File: src/rtl/idu_is_cp0_queue.sv
// In-order CP0 issue queue: buffers dispatched CP0 ops in program order,
// tracks psrc1 readiness against the wakeup buses and issues only the head.
module idu_is_cp0_queue #(
    parameter int unsigned DEPTH = 4,
    parameter int unsigned PTR_W = 2,
    parameter int unsigned WK_N  = 10
) (
    input  logic                 clk,
    input  logic                 rst_clk,
    input  logic                 rtu_global_flush,
    input  logic                 dis_cp0_vld,
    output logic                 dis_cp0_rdy,
    input  logic [4:0]           dis_cp0_iid,
    input  logic [6:0]           dis_cp0_opcode,
    input  logic                 dis_cp0_psrc1_vld,
    input  logic                 dis_cp0_psrc1_ready,
    input  logic [5:0]           dis_cp0_psrc1,
    input  logic                 dis_cp0_imm_vld,
    input  logic [63:0]          dis_cp0_imm,
    input  logic [WK_N-1:0]      wakeup_vld,
    input  logic [6*WK_N-1:0]    wakeup_preg,
    input  logic                 exu_cp0_rdy,
    output logic                 is_cp0_vld,
    output logic [4:0]           is_cp0_iid,
    output logic [6:0]           is_cp0_opcode,
    output logic                 is_cp0_psrc1_vld,
    output logic [5:0]           is_cp0_psrc1,
    output logic                 is_cp0_imm_vld,
    output logic [63:0]          is_cp0_imm,
    output logic [PTR_W:0]       cp0_q_cnt,
    output logic                 cp0_q_empty
);

    localparam int unsigned CNT_W = PTR_W + 1;

    typedef struct packed {
        logic        vld;
        logic [4:0]  iid;
        logic [6:0]  opcode;
        logic        psrc1_vld;
        logic        psrc1_rdy;
        logic [5:0]  psrc1;
        logic        imm_vld;
        logic [63:0] imm;
    } entry_t;

    entry_t             q     [DEPTH];
    entry_t             q_nxt [DEPTH];
    entry_t             head_e;
    entry_t             new_e;
    logic [PTR_W-1:0]   head;
    logic [PTR_W-1:0]   tail;
    logic [CNT_W-1:0]   cnt;
    logic [DEPTH-1:0]   ent_hit;
    logic               dis_hit;
    logic               enq;
    logic               deq;

    // Tag match of every wakeup source against each entry and the incoming op
    always_comb begin
        ent_hit = '0;
        dis_hit = 1'b0;
        for (int k = 0; k < int'(WK_N); k++) begin
            if (wakeup_vld[k] && (wakeup_preg[6*k +: 6] == dis_cp0_psrc1)) begin
                dis_hit = 1'b1;
            end
            for (int i = 0; i < int'(DEPTH); i++) begin
                if (wakeup_vld[k] && (wakeup_preg[6*k +: 6] == q[i].psrc1)) begin
                    ent_hit[i] = 1'b1;
                end
            end
        end
    end

    assign head_e      = q[head];
    assign dis_cp0_rdy = (cnt < CNT_W'(DEPTH));
    assign is_cp0_vld  = head_e.vld & (head_e.psrc1_rdy | ~head_e.psrc1_vld)
                       & exu_cp0_rdy & ~rtu_global_flush;
    assign enq         = dis_cp0_vld & dis_cp0_rdy & ~rtu_global_flush;
    assign deq         = is_cp0_vld;

    // Released entries are zeroed, so an empty queue presents a zero payload
    assign is_cp0_iid       = head_e.iid;
    assign is_cp0_opcode    = head_e.opcode;
    assign is_cp0_psrc1_vld = head_e.psrc1_vld;
    assign is_cp0_psrc1     = head_e.psrc1;
    assign is_cp0_imm_vld   = head_e.imm_vld;
    assign is_cp0_imm       = head_e.imm;
    assign cp0_q_cnt        = cnt;
    assign cp0_q_empty      = (cnt == '0);

    always_comb begin
        new_e           = '0;
        new_e.vld       = 1'b1;
        new_e.iid       = dis_cp0_iid;
        new_e.opcode    = dis_cp0_opcode;
        new_e.psrc1_vld = dis_cp0_psrc1_vld;
        new_e.psrc1_rdy = dis_cp0_psrc1_ready | dis_hit;
        new_e.psrc1     = dis_cp0_psrc1;
        new_e.imm_vld   = dis_cp0_imm_vld;
        new_e.imm       = dis_cp0_imm;
    end

    // Entry next-state: wakeup, then release at head, then write at tail
    always_comb begin
        q_nxt = q;
        if (rst_clk || rtu_global_flush) begin
            for (int i = 0; i < int'(DEPTH); i++) begin
                q_nxt[i] = '0;
            end
        end else begin
            for (int i = 0; i < int'(DEPTH); i++) begin
                if (q[i].vld && ent_hit[i]) begin
                    q_nxt[i].psrc1_rdy = 1'b1;
                end
            end
            if (deq) begin
                q_nxt[head] = '0;
            end
            if (enq) begin
                q_nxt[tail] = new_e;
            end
        end
    end

    always_ff @(posedge clk) begin
        q <= q_nxt;
    end

    always_ff @(posedge clk) begin
        if (rst_clk || rtu_global_flush) begin
            head <= '0;
            tail <= '0;
            cnt  <= '0;
        end else begin
            head <= head + PTR_W'(deq);
            tail <= tail + PTR_W'(enq);
            cnt  <= cnt + CNT_W'(enq) - CNT_W'(deq);
        end
    end

endmodule

File: config.mk
export PLATFORM = sky130hd
export DESIGN_NAME = idu_is_cp0_queue
export DESIGN_NICKNAME = d
export VERILOG_FILES = /design/src/rtl/idu_is_cp0_queue.sv
export SDC_FILE = /design/constraint.sdc
export NUM_CORES = 1
export LEC_CHECK = 0
export CORE_MARGIN = 5
export CORE_UTILIZATION = 40
export CTS_CLUSTER_DIAMETER = 100
export DETAILED_ROUTE_END_ITERATION = 16
export GPL_TIMING_DRIVEN = 1
export PLACE_DENSITY = 0.59
export SYNTH_ARGS = -nofsm -noshare
export SYNTH_HDL_FRONTEND = slang
export SYNTH_SLANG_ARGS = --single-unit
File: constraint.sdc
create_clock -name clk -period 4.6 [get_ports clk]
set_clock_uncertainty 0.1 [all_clocks]
set_input_delay 0.69 -clock clk [delete_from_list [all_inputs] [get_ports clk]]
set_output_delay 0.69 -clock clk [all_outputs]
set_load 0.02 [all_outputs]
---- Word level (Yosys, flattened, before mapping) ----
Index checks and enable logic that the tools add are counted.
cells by class
  reductions and logical operators ........ 58
  muxes and demuxes ....................... 69
  add/subtract/negate cells ............... 4
  bitwise gates (word level) .............. 13
  eq/ne operators ......................... 50
  magnitude comparators ................... 5
  shift operators ......................... 0
  div/mod/pow operators ................... 0
  $mul .................................... 0
operator list
  kind                                                      number
  2-to-1 mux 344 bit                                        3
  bitwise AND 344 bit                                       1
  bitwise mux 344 bit                                       1
  demux 86 bit (select 2 bit)                               2
  2-to-1 mux 86 bit                                         4
  inverter 344 bit                                          1
  == test 6 bit                                             50
  binary-select mux 86 bit (select 2 bit)                   1
  2-to-1 mux 1 bit                                          58
  logical AND 1 bit                                         56
  greater-or-equal comparator 3 bit, second input constant  2
  < comparator 3 x 1 -> 1 bit, second input constant        2
  inverter 2 -> 3 bit                                       2
  bitwise AND 1 bit                                         5
  adder 2 x 1 -> 2 bit                                      2
  adder 3 x 1 -> 3 bit                                      1
  logical NOT 3 bit                                         1
  < comparator 3 bit, second input constant                 1
  subtractor 3 x 1 -> 3 bit                                 1
  inverter 1 bit                                            2
  bitwise OR 1 bit                                          2
  logical OR 1 bit                                          1
word-level totals
  memories ................................ 0
  ROM bits ................................ 0
  bits in latches ......................... 0
  memory bits (writable) .................. 0
  flip-flop bits (word level) ............. 351
  input bits .............................. 160

---- Logic depth before layout (Yosys ltp) ----
  depth after elaboration ................. 20
  gate-level depth with buffers ........... 14
  gate-level depth less buffers ........... 12

---- Least setup slack after synthesis ----
No wires, ideal clock.
  kind .................................... reg-to-reg
  start point ............................. register head[0]
  end point ............................... register cnt[2] (netlist: cp0_q_cnt[2])
  setup time .............................. 128 ps
  required time ........................... 4372 ps
  setup slack ............................. 1500 ps
  buffers on the path ..................... 3
  cell stages (with the launch flop) ...... 14
  clock period less this slack ............ 3100 ps
  arrival ................................. 2872 ps
  path through ............................ dfxtp_1 > buf_2 > buf_2 > buf_2 > o21ai_0 > a21oi_1 > ha_1 > inv_1 > ha_1 > inv_1 > fa_1 > xnor2_1 > xnor2_1 > nor2_1
between the ends
  longest elaborated chain between the ends .. 10
ends and longest elaborated chain
  what                                                     line  text
  from (decl)                                              51    logic [PTR_W-1:0] head;
  from (signal assigned)                                   136   head <= head + PTR_W'(deq);
  inverter 2 -> 3 bit (implied by the code) *              75    assign head_e = q[head];
  binary-select mux 86 bit (select 2 bit) *                75
  2-to-1 mux 86 bit (implied by the code) * (2 in series)  75
  inverter 1 bit                                           77    assign is_cp0_vld = head_e.vld & (head_e.psrc1_rdy | ~head_e.psrc1_vld)
  bitwise OR 1 bit                                         77
  bitwise AND 1 bit *                                      77
  bitwise AND 1 bit * (2 in series)                        78    & exu_cp0_rdy & ~rtu_global_flush;
  via is_cp0_vld                                           23    output logic is_cp0_vld,
  subtractor 3 x 1 -> 3 bit *                              138   cnt <= cnt + CNT_W'(enq) - CNT_W'(deq);
  to (signal assigned)                                     138
  to (decl)                                                53    logic [CNT_W-1:0] cnt;
The timed path passes the listed nets; every way through them passes the cells marked *. The select of a mux whose other input is x is not followed.
A chain may end at the register's enable or synchronous reset.

---- Worst setup path in the final report ----
  start point ............................. register head[0]
  end point ............................... output is_cp0_imm[63]
between the ends
  longest elaborated chain between the ends .. 4
ends and longest elaborated chain
  what                                                   line  text
  inverter 2 -> 3 bit (implied by the code)              75
  binary-select mux 86 bit (select 2 bit)                75
  2-to-1 mux 86 bit (implied by the code) (2 in series)  75
  to (decl)                                              29    output logic [63:0] is_cp0_imm,
Every way passes these cells. The select of a mux whose other input is x is not followed.

==> impl_metrics.yaml <==
global_route:
  grtUsageTotal: 0.232
  grt_pass1_vias: 14700
  grt-ovfl-total: 0
  grt_pass1_wl_um: 89000
  grt_max_degree: 94
  antenna_found_initial: 7
synth:
  synth_seq_area_share: 0.398
  synth_fa_ha_area_frac: 0.00397
  synth_cells: 1831
  synth-compound-area-share: 0.153
  synth_top_family_by_area: "compound AO/OA/AOI/OAI gates"
  syn_area_per_cell_um2: 9.63
  muxShareOfSynthArea: 0.110
  synth_area_mm2: 0.0176
  post_synth_xor_area_fraction: 0.151
  synth_cell_type_count: 36
  ys_seq_elements: 351
  yosys.area_share.simple: 0.124
  yosysWarningCount: 0
  syn-num-nets: 1996
placed_design:
  io_buffers: 249
  post-place-ws_ns: 1.15
  place_area_mm2: 0.0204
  gp_congestion: 0.949
  hpwl_um: 36600
sta:
  timing.max_slew.rel_slack: 0.308
  final.setup.worst_slack_ns: 0.653
  finalHoldViolCount: 0
  min_period_ns: 3.95
  slew_viol_final: 0
  tightest_slew_ns: 1.04
  holdWs_ns: 0.394
  finalCritPeriodShare: 0.858
  grt_setup_unrepaired: "no"
  setup_tns_ns: 0
  setup_viol: 0
  max_freq_ghz: 0.253
worst_setup_path:
  crit_family: "buffers and inverters"
  slowest_delay_ns: 0.76
  worstPathRequired_ns: 3.81
  crit_chain: "buf_4 -> mux4_2 -> clkdlybuf4s50_1"
  cp_slowest_cell: "dfxtp_4"
  path_buf_inv: 2
  critical_path_class: "flop to output pin"
  cp_max_fo: 33
  critPathArrivalTime_ns: 3.16
  cp-start-kind: "flop"
  end_kind: "output pin"
clocking:
  numCtsBuffers: 37
  root_buffer: "clkbuf_16"
  cts_setup_buffers: 0
  postCtsHoldBufs: 0
  clk_path_buf_depth: 3
  clock-sinks: 351
  clk_pin_slew_ns: 0.06
  clk_latency_ns: 0.54
  cts_tree: "built"
  cts_resized: 0
  h-tree-depth: 2
routing:
  num_vias: 15000
  drt-total-wl_um: 59000
  route.detailed.drc: 0
  dr.pass1.iters: 5
  routedWlPerCell_um: 23.0
  drtAntennaViolNets: 0
  drt_first_iter_violations: 1602
  viasPerCell: 5.86
power_and_ir_drop:
  ir_worst_vdd_uv: 184
  p_leak_nw: 7.05
  power_mw: 6.79
  p_per_area_mw_per_mm2: 313
floorplan:
  initial_core_util: 0.401
  die_h_um: 220
  design.core.area_mm2: 0.0439
  die_width_um: 220
  design.portCount: 250
  die_area_mm2: 0.0484
  core.rowCount: 77
cells_and_area:
  nets: 2104
  drive_gt1_frac: 0.107
  area_growth_pct: 22.9
  fin_area_mm2: 0.0217
  n_fill_cell: 4111
min_path:
  hp-class: "flop to flop"
run_status:
  status: "finished, final reports clean"
job:
  max_cap_viol_count: 0
cells in the final DEF (no fill, tap or decap), types with 3 or more instances in the layout:
cell             count
nand2_1              4
nor4_1              60
buf_12              10
dfxtp_1            349
clkdlybuf4s50_1    249
o21ai_0              6
mux4_2              85
a21oi_1              4
nand2b_1             4
clkbuf_16           37
a22oi_1            336
and2_1               4
nor2_1             349
nand4_1             50
buf_4               40
xnor2_1            154
a32o_1               4
xor2_1             150
clkinv_2            10
inv_1                5
diode_2              6
clkbuf_8             8
bufinv_16            3
nand3_1              6
clkbuf_1             5
ha_1                 4
a41oi_4              4
nor3_1               6
per-layer routing:
layer | global-route usage | wire length [um]
met1 | 0.319 | 25300
met2 | 0.362 | 27000
met3 | 0.0500 | 4800
met4 | 0.0855 | 1830
met5 | 0 | 25
per-stage QoR:
stage | instances | utilization
after CTS | 2559 | 0.493
after global placement | 2492 | 0.465
after global routing | 2562 | 0.493
after floorplan | 1831 | -
final | 2565 | 0.494
after detailed placement | 2492 | 0.465
kinds of logic (layout without fill, tap and decap cells):
group,count (synthesis),in the layout
AND/OR/NAND/NOR,491,491
AO/OA/AOI/OAI,357,357
flip-flops,351,351
XOR/XNOR,304,304
buffers and inverters,236,372
multiplexers,87,87
adder cells (fa/ha/maj),5,5
other,0,6
cell type report:
cell class,instances,area (um2),area share
Antenna cell,6,15.0,0.000693
Inverter,6,22.5,0.00104
Clock inverter,17,189,0.00871
Tap cell,592,741,0.0342
Sequential cell,351,7030,0.324
Multi-Input combinational cell,1244,9630,0.444
Clock buffer,50,1050,0.0486
Timing Repair Buffer,299,2990,0.138
worst min-delay path, delay by kind of cell, from the launching register on:
kind / cells / cell delay [ns]
AO/OA/AOI/OAI: 1 / 0.06
AND/OR/NAND/NOR: 1 / 0.07
flip-flops: 1 / 0.32
cell usage after synthesis, drive strengths merged:
cell type	count	area share
mux2	1	0.00064
buf	121	0.035
clkbuf	109	0.023
a32o	4	0.0023
a22oi	336	0.14
nor4	60	0.021
inv	6	0.0013
xnor2	154	0.076
nor3	7	0.0023
nand2	4	0.00085
nor2	349	0.074
o21a	1	0.00043
nor2b	2	0.00071
o211ai	2	0.00085
and2	4	0.0014
fa	1	0.0011
nor3b	2	0.0014
mux2i	1	0.00057
o21ai	6	0.0017
ha	4	0.0028
dfxtp	351	0.40
a41oi	4	0.0037
nand2b	4	0.0014
nand3	6	0.0017
or2	1	0.00035
or3b	1	0.00050
and3	1	0.00035
xor2	150	0.074
mux4	85	0.11
a21oi	4	0.0011
nand4	50	0.018
sequential cells by signal (all words and copies together) (netlist names):
signal     count
cp0_q_cnt      3
q            344
head           2
tail           2
power by group:
part           total (mW)  internal (mW)  switching (mW)  leakage (nW)
logic               0.701          0.318           0.383          3.60
clock network        3.02           1.79            1.23         0.619
registers            3.07           3.06          0.0154          2.83
total                6.79           5.17            1.63          7.05
final timing paths:
kind / startpoint / endpoint / slack [ns] / cells past startpoint
worst max-delay path: head[0] / is_cp0_imm[63] / 0.65 / 3
worst min-delay path: q[211] / q[211] / 0.39 / 2
worst max register to register: head[0] / cp0_q_cnt[2] / 1.18 / 10
worst min register to register: q[211] / q[211] / 0.39 / 2
Note: power is estimated with default switching activity, not from simulation.
